### src/rtl/adder_op_sequencer.sv
// adder_op_sequencer: handshake-driven sequencer around an external W-bit
// combinational adder. Narrow ops take one pass through the adder, wide ops
// take two (low half, then high half fed with the low half's carry-out).
// Subtraction inverts B and forces carry-in to 1.
// Optional feature macro: ADD_SAT_EN -- saturate the result on signed overflow.
module adder_op_sequencer #(
  parameter int W = 32
) (
  input  logic           clk,
  input  logic           rst_n,
  input  logic           in_valid,
  output logic           in_ready,
  input  logic [2*W-1:0] in_op_a,
  input  logic [2*W-1:0] in_op_b,
  input  logic           in_cin,
  input  logic           in_sub,
  input  logic           in_wide,
  output logic [W-1:0]   add_a,
  output logic [W-1:0]   add_b,
  output logic           add_cin,
  input  logic [W-1:0]   add_sum,
  input  logic           add_cout,
  input  logic           add_ovf,
  output logic           out_valid,
  input  logic           out_ready,
  output logic [2*W-1:0] out_result,
  output logic           out_cout,
  output logic           out_ovf
);

  typedef enum logic [1:0] {
    IDLE = 2'd0,
    LO   = 2'd1,
    HI   = 2'd2,
    DONE = 2'd3
  } state_t;

  state_t         state;
  state_t         state_nxt;
  logic [2*W-1:0] a_reg;
  logic [2*W-1:0] b_reg;
  logic [2*W-1:0] res_reg;
  logic           c0_reg;
  logic           wide_reg;
  logic           c_reg;
  logic           cout_reg;
  logic           ovf_reg;
  logic           accept;

`ifdef ADD_SAT_EN
  // Saturation targets; direction follows the sign of operand A.
  logic [W-1:0]   sat_narrow;
  logic [2*W-1:0] sat_wide;
  assign sat_narrow = a_reg[W-1]   ? {1'b1, {(W-1){1'b0}}}   : {1'b0, {(W-1){1'b1}}};
  assign sat_wide   = a_reg[2*W-1] ? {1'b1, {(2*W-1){1'b0}}} : {1'b0, {(2*W-1){1'b1}}};
`endif

  // Input handshake: free when idle, or when the held result retires this cycle.
  always_comb begin
    in_ready = (state == IDLE) || ((state == DONE) && out_ready);
    accept   = in_valid && in_ready;
  end

  // State register.
  // NOTE: sequential state is written with non-blocking assignments so every
  // flop samples the pre-edge values of the others, independent of block order.
  always_ff @(posedge clk or negedge rst_n) begin
    if (!rst_n) state <= IDLE;
    else        state <= state_nxt;
  end

  // Next-state logic.
  // NOTE: every combinationally assigned signal gets a default first so no
  // path through the case leaves it unassigned, which would infer a latch.
  always_comb begin
    state_nxt = state;
    case (state)
      IDLE:    if (accept) state_nxt = LO;
      LO:      state_nxt = wide_reg ? HI : DONE;
      HI:      state_nxt = DONE;
      DONE: begin
        if (accept)         state_nxt = LO;
        else if (out_ready) state_nxt = IDLE;
      end
      default: state_nxt = IDLE;
    endcase
  end

  // Adder drive and output valid, decoded from the current state.
  always_comb begin
    add_a     = '0;
    add_b     = '0;
    add_cin   = 1'b0;
    out_valid = (state == DONE);
    case (state)
      LO: begin
        add_a   = a_reg[W-1:0];
        add_b   = b_reg[W-1:0];
        add_cin = c0_reg;
      end
      HI: begin
        add_a   = a_reg[2*W-1:W];
        add_b   = b_reg[2*W-1:W];
        add_cin = c_reg;
      end
      default: ;
    endcase
  end

  // Operand capture on accept and result capture at the end of each pass.
  // NOTE: these are plain registers, not a memory array, so all of them are
  // reset; a reset mid-op therefore leaves no stale operand or result behind.
  always_ff @(posedge clk or negedge rst_n) begin
    if (!rst_n) begin
      a_reg    <= '0;
      b_reg    <= '0;
      c0_reg   <= 1'b0;
      wide_reg <= 1'b0;
      c_reg    <= 1'b0;
      res_reg  <= '0;
      cout_reg <= 1'b0;
      ovf_reg  <= 1'b0;
    end else begin
      if (accept) begin
        a_reg    <= in_op_a;
        b_reg    <= in_sub ? ~in_op_b : in_op_b;
        c0_reg   <= in_sub ? 1'b1 : in_cin;
        wide_reg <= in_wide;
      end
      case (state)
        LO: begin
          res_reg[W-1:0] <= add_sum;
          c_reg          <= add_cout;
          if (!wide_reg) begin
            cout_reg <= add_cout;
            ovf_reg  <= add_ovf;
            res_reg[2*W-1:W] <= '0;
`ifdef ADD_SAT_EN
            if (add_ovf) res_reg[W-1:0] <= sat_narrow;
`endif
          end
        end
        HI: begin
          res_reg[2*W-1:W] <= add_sum;
          cout_reg         <= add_cout;
          ovf_reg          <= add_ovf;
`ifdef ADD_SAT_EN
          if (add_ovf) res_reg <= sat_wide;
`endif
        end
        default: ;
      endcase
    end
  end

  assign out_result = res_reg;
  assign out_cout   = cout_reg;
  assign out_ovf    = ovf_reg;

endmodule

### config.mk
export PLATFORM = sky130hd
export DESIGN_NAME = adder_op_sequencer
export DESIGN_NICKNAME = d
export VERILOG_FILES = /design/src/rtl/adder_op_sequencer.sv
export SDC_FILE = /design/constraint.sdc
export NUM_CORES = 1
export LEC_CHECK = 0
export CAP_MARGIN = 5
export CORE_ASPECT_RATIO = 1.25
export CORE_UTILIZATION = 38
export CTS_CLUSTER_DIAMETER = 50
export DETAILED_ROUTE_END_ITERATION = 16
export PLACE_DENSITY = 0.78
export SLEW_MARGIN = 10
export SYNTH_ARGS = -nofsm -noshare
export SYNTH_HDL_FRONTEND = slang
export SYNTH_SLANG_ARGS = --single-unit
### constraint.sdc
create_clock -name clk -period 1.6 [get_ports clk]
set_input_delay 0.32 -clock clk [delete_from_list [all_inputs] [get_ports clk]]
set_output_delay 0.32 -clock clk [all_outputs]
set_load 0.01 [all_outputs]
==> key figures, run 1 <==
Status
  – Outcome: finished with violations
  – Failing checks: negative setup slack

Drt
  – First drt pass iteration count: 4
  – DRC: 0
  – Drt initial violations: 229
  – Vias per cell: 5.013
  – Via count of the routed design: 7450
  – Final WL: 30.88 mm
  – DR WL/cell: 20.78 um
  – Routed Antenna Nets: 0

Timing
  – Worst-margin pin slew: 637.9 ps
  – Period utilization: 1.457
  – Max Clock Freq: 428.9 MHz
  – Relative slew slack: 0.5740
  – Post-route minimum period: 2332 ps
  – Max Slew Vio Count: 0
  – Unrepaired setup endpoints after global routing: yes
  – Final worst setup slack: -731.7 ps
  – TNS Setup: -98570 ps
  – Final-report setup violation count: 264
  – Final Skew: 10.57 ps
  – Hold Vio Cnt, Final: 0

GRT
  – Overflow after GRT: 0
  – Total GRT Usage: 0.2289
  – Vias in the first global route: 8118
  – Largest net degree at the start of global routing: 45
  – Global-route wire length before repair: 45.12 mm
  – Initial antenna violation count: 2

Yosys
  – Post-synthesis mux area share: 0.2344
  – Number of synthesized register bits: 199
  – Seq/Total Area, Yosys: 0.5140
  – Mapped Area: 9688 um2
  – Syn_nets: 906
  – Cell count after synthesis: 732
  – Synthesis warning total: 0
  – Simple-gate area share of the yosys netlist: 0.06302
  – Syn Area/Cell: 13.24 um2
  – Count of unique library cells instantiated by Yosys: 26
  – Combinational family with the most area after synthesis: multiplexers
  – Adder-cell share of the synthesized area: 0.006457
  – Synth Area in Compound Gates: 0.07271
  – Synth Area in XOR/XNOR: 0.05786

Die
  – Initial core utilization: 0.3855
  – I/O pins: 302
  – DIE HEIGHT: 180.5 um
  – Die ar.: 26140 um2
  – Die W: 144.8 um
  – Core area: 25130 um2
  – # rows: 65

Worst setup path
  – Worst EP arrival: 2010 ps
  – CP max-delay cell: dfrtp_1
  – Crit start category: flop
  – RR Startpoint: state[1]$_DFFE_PN0P_
  – CP dominant cell by count: buf_12
  – CP top delay family: buffers and inverters
  – Critical path endpoint category: output port
  – Reg2Reg Capture Point: out_result[35]$_DFFE_PN0P_
  – Worst R2R Setup Slack: -500 ps
  – WP depth: 9
  – Worst path bufs/invs: 6
  – Worst Setup Path Type: flop to output port
  – Worst Path Required: 1280 ps
  – Crit path cell chain: buf_6, inv_6, ha_4, buf_12, buf_12, clkbuf_16, a22oi_2, nor2b_1, buf_2
  – FF-to-FF path depth: 10
  – Delay of the slowest critical-path stage: 410 ps
  – CP max FO: 8

Finish
  – Nets: 1310
  – # fillers: 1763
  – Register area: 4980 um2
  – P&R area growth vs syn: 66.51%
  – Final Util: 0.6419
  – Multi-input logic area: 4994 um2
  – Share of layout cells above drive strength 1: 0.4700

Power
  – Logic gate share of total power: 0.602
  – Worst IR Drop VDD: 1003 uV
  – Switch Pwr: 0.01205 W
  – Internal power: 0.02208 W
  – Leakage: 8.076 nW
  – Switching Fraction: 0.3529
  – Sequential Power Share: 0.273
  – Pwr dens: 2116 nW/um2
  – Clock Power Share: 0.124

Place
  – Dpl hpwl: 18.32 mm
  – PortBufs: 301
  – GPL Wtd Cong: 0.7783

Clock network
  – Sinks on the clock net: 199
  – Reg clk slew, reported paths: 80 ps
  – Insertion delay to the later sink of the worst-skew pair: 430 ps
  – CTS buffer count: 17
  – Clock Path Buffers: 2
  – Root buffer cell: clkbuf_16
  – CTS tree: yes
  – CTS HTree Levels: 4

Min path
  – Hold/Removal Path Class: input port to async pin

Job
  – Max Cap Violations: 0
## cells in the mapped netlist (all sizes together)
library cell  number  share of area
dfrtp            199           0.51
mux2             165           0.23
nor2b             67          0.043
a22oi             65          0.050
xor2              64          0.058
inv               34          0.013
nand3             32          0.017
o21ai             32          0.017
buf               30          0.028
clkbuf            26          0.010
ha                 5         0.0065
nor2               3         0.0012
a21oi              2         0.0010
nand2              2         0.0015
a21o               1         0.0015
a2bb2oi            1        0.00090
a31oi              1        0.00065
nor3               1        0.00052
o21a               1        0.00078
o2bb2ai            1        0.00090
## power groups by stage
| stage | Clock [W] | Combinational, W | Sequential [W] |
|---|---|---|---|
| 5_1_grt | 0.00455 | 0.0216 | 0.00960 |
| 2_1_floorplan | 0 | 0.00875 | 0.00895 |
| 3_5_place_dp | 0 | 0.0152 | 0.00897 |
| 4_1_cts | 0.00431 | 0.0189 | 0.00921 |
| 6_report | 0.00424 | 0.0206 | 0.00933 |
| 3_3_place_gp | 0 | 0.0149 | 0.00888 |
## cells by family (layout without fill, tap and decap cells)
family,after synthesis,count (layout)
AND/OR/NAND/NOR,105,107
XOR/XNOR,64,64
other,0,2
AO/OA/AOI/OAI,104,104
buffers and inverters,90,505
flip-flops,199,199
adder cells (fa/ha/maj),5,5
multiplexers,165,165
## metrics by stage
stage | hold slack, ps | total power, W | std cells | cell area [um2] | setup WS, ps
detailed placement | 304.7 | 0.02415 | 1369 | 13500 | -545.1
floorplan | 24.41 | 0.01769 | 732 | 9824 | -71.42
global placement | 298.4 | 0.02378 | 1369 | 13500 | -571.5
finish | 397.3 | 0.03413 | 1486 | 16130 | -731.7
global route | 418.3 | 0.03578 | 1486 | 16130 | -772.2
CTS | 399.4 | 0.03237 | 1465 | 15310 | -697.8
## routing by layer
metal | vias to the layer above | GRT usage | routed length, um
met1 | 3772 | 0.2683 | 12320
met4 | 0 | 0.1040 | 944
met3 | 63 | 0.03588 | 1325
li1 | 3357 | - | -
met5 | - | 0 | 0
met2 | 258 | 0.4040 | 16290
## cell usage in the layout (no fill, tap or decap), types with 28 or more instances in the layout
cell	n
nor2b_2	42
clkdlybuf4s50_1	165
xor2_1	64
buf_2	63
inv_1	32
buf_12	35
buf_4	28
dfrtp_1	199
mux2_4	153
dlymetal6s2s_1	67
nand3_1	32
buf_6	39
a22oi_2	65
## repair_timing
action                     4_1_cts  5_1_grt
resized for setup              447      191
pin swaps                       43       29
setup buffers                   44       20
hold endpoints to repair        34        0
setup endpoints to repair      312      332
cloned                          19       10
hold buffers                     1        0
## worst max path at each step
stage                                    start                    to  slack [ps]
after floorplan           state[0]$_DFFE_PN0P_  a_reg[0]$_DFFE_PN0N_         -70
after global placement    state[1]$_DFFE_PN0P_             add_b[24]        -570
after detailed placement  state[1]$_DFFE_PN0P_             add_b[24]        -550
after CTS                 state[1]$_DFFE_PN0P_             add_a[19]        -700
after global routing      state[1]$_DFFE_PN0P_             add_b[28]        -770
final                     state[1]$_DFFE_PN0P_             add_b[28]        -730
## area by class of cell
type | count | area share
clock inverter | 13 | 0.008144
sequential | 199 | 0.3087
tap | 335 | 0.02598
timing repair buffer | 439 | 0.3123
multi-input combinational | 445 | 0.3095
clock buffer | 19 | 0.02684
antenna | 2 | 0.0003102
inverter | 34 | 0.008222
Note: power is estimated with default switching activity, not from simulation.
==> run 2, diff against run 1 <==
Settings changed: TNS_END_PERCENT set to 100.
==> results of run 2 <==
Same layout as run 1: the final DEF is identical, and so are final timing and power.
==> run 3, diff against run 2 <==
Settings changed: CORE_ASPECT_RATIO 1.25 to unset.
==> run 3 against run 2 <==
The run still ends with negative setup slack left. Total power grew 3.1%. Die area is essentially flat. Final cell count shrank 1.3%. Combinational power grew 4%. Critical path type unchanged.
==> key figures, run 3 (synthesis gave the netlist of run 1 again) <==
Timing
  – Post-route minimum period: 2212 ps
  – TNS Setup: -97530 ps
  – Period utilization: 1.382
  – Final Skew: 20.76 ps
  – Relative slew slack: 0.4195
  – Final-report setup violation count: 259
  – Worst-margin pin slew: 870.8 ps
  – Final worst setup slack: -611.7 ps
  – Unrepaired setup endpoints after global routing: yes
  – Hold Vio Cnt, Final: 0
  – Max Slew Vio Count: 0
  – Max Clock Freq: 452.1 MHz

Finish
  – Number of diodes: 0
  – Nets: 1297
  – Final Non-Filler Cells: 1466
  – P&R area growth vs syn: 67.80%
  – Most frequent cells in the layout: dfrtp_1 (199), clkdlybuf4s50_1 (165), mux2_4 (134), dlymetal6s2s_1 (66), a22oi_2 (65)
  – Finished Cell Area: 16260 um2
  – Final Util: 0.6474
  – Share of layout cells above drive strength 1: 0.4894
  – Commonest non-fill, non-tap cell in the layout: dfrtp_1

Die
  – DIE HEIGHT: 161.7 um
  – Initial core utilization: 0.3858
  – Die W: 161.7 um
  – I/O pins: 302
  – Core area: 25110 um2
  – # rows: 58
  – Die ar.: 26140 um2

Worst setup path
  – Worst Path Required: 1280 ps
  – Worst EP arrival: 1890 ps
  – Reg2Reg Capture Point: out_ovf$_DFFE_PN0P_
  – Crit start category: flop
  – RR Startpoint: state[1]$_DFFE_PN0P_
  – Worst Setup Path Type: flop to output port
  – CP max FO: 7
  – FF-to-FF path depth: 10
  – Worst R2R Setup Slack: -440 ps
  – Critical path endpoint category: output port

Place
  – Inst Count DP: 1366
  – Dpl hpwl: 18.25 mm
  – Dpl ws: -540.1 ps
  – PortBufs: 301
  – GPL Wtd Cong: 0.8082
  – Placed inst area: 13540 um2

GRT
  – Largest net degree at the start of global routing: 41
  – Vias in the first global route: 7803
  – Initial antenna violation count: 1
  – Grt met1 use: 0.2739
  – Overflow after GRT: 0
  – Total GRT Usage: 0.2246
  – Met2 Use GR: 0.3966
  – Met3 Use GR: 0.04852
  – Global routing's busiest layer: met2
  – Global-route wire length before repair: 44.91 mm

Drt
  – Routed Antenna Nets: 0
  – DR WL/cell: 21.39 um
  – DRC: 0
  – Vias per cell: 5.048
  – Final WL: 31.37 mm
  – Drt initial violations: 461
  – Via count of the routed design: 7401
  – First drt pass iteration count: 4

Clock network
  – Insertion delay to the later sink of the worst-skew pair: 430 ps
  – Root buffer cell: clkbuf_16
  – Reg clk slew, reported paths: 80 ps
  – CTS buffer count: 17
  – Clock Path Buffers: 2
  – Sinks on the clock net: 199
  – CTS HTree Levels: 4
  – CTS tree: yes

Power
  – Worst IR Drop VDD: 1330 uV
  – Leakage: 8.025 nW
  – Pwr dens: 2165 nW/um2

Status
  – Outcome: finished with violations
  – Failing checks: negative setup slack

Job
  – Max Cap Violations: 0

Min path
  – Hold/Removal Path Class: input port to async pin
run 3: per-layer routing:
layer / up-vias / routed length (um)
met5: - / 0
met2: 280 / 16280
met4: 0 / 820
met1: 3753 / 12570
li1: 3325 / -
met3: 43 / 1703
run 3: how the worst max path moves through the flow:
stage / startpoint / to / slack (ps)
after floorplan: state[0]$_DFFE_PN0P_ / a_reg[0]$_DFFE_PN0N_ / -70
after global placement: state[1]$_DFFE_PN0P_ / add_a[31] / -530
after detailed placement: state[1]$_DFFE_PN0P_ / add_a[31] / -540
after CTS: state[1]$_DFFE_PN0P_ / add_b[3] / -660
after global routing: state[1]$_DFFE_PN0P_ / add_a[27] / -680
final: state[1]$_DFFE_PN0P_ / add_b[20] / -610
run 3: cell type report:
cell class	count	area (um2)
Fill cell	1805	8852
Multi-Input combinational cell	446	5216
Sequential cell	199	4980
Timing Repair Buffer	425	4910
Clock buffer	18	439.2
Tap cell	330	412.9
Clock inverter	14	171.4
Inverter	34	127.6
run 3: critical path, cell delays in order, from the launching register on:
cell and delay (ps):
dfrtp_1 390, inv_2 80, buf_6 120, ha_4 330, buf_12 140, clkbuf_16 150, nor2b_1 130, buf_2 140
run 3: power by group:
part	switching [W]	internal, W
Combinational	0.00854	0.0129
Clock	0.00227	0.00218
Sequential	0.00183	0.00752
Total	0.0126	0.0226
run 3: what timing repair did:
action	CTS	global route
cloned	14	12
pin swaps	36	30
endpoints found under the hold margin	25	0
hold buffers	1	0
setup buffers	28	21
endpoints found under the setup margin	326	331
resized for setup	385	281
run 3: stage by stage:
step                hold slack, ps  power (W)
floorplan                    24.41    0.01769
global placement             273.5    0.02388
detailed placement           275.3    0.02420
CTS                          373.6    0.03225
global route                 383.1    0.03683
finish                       369.4    0.03520
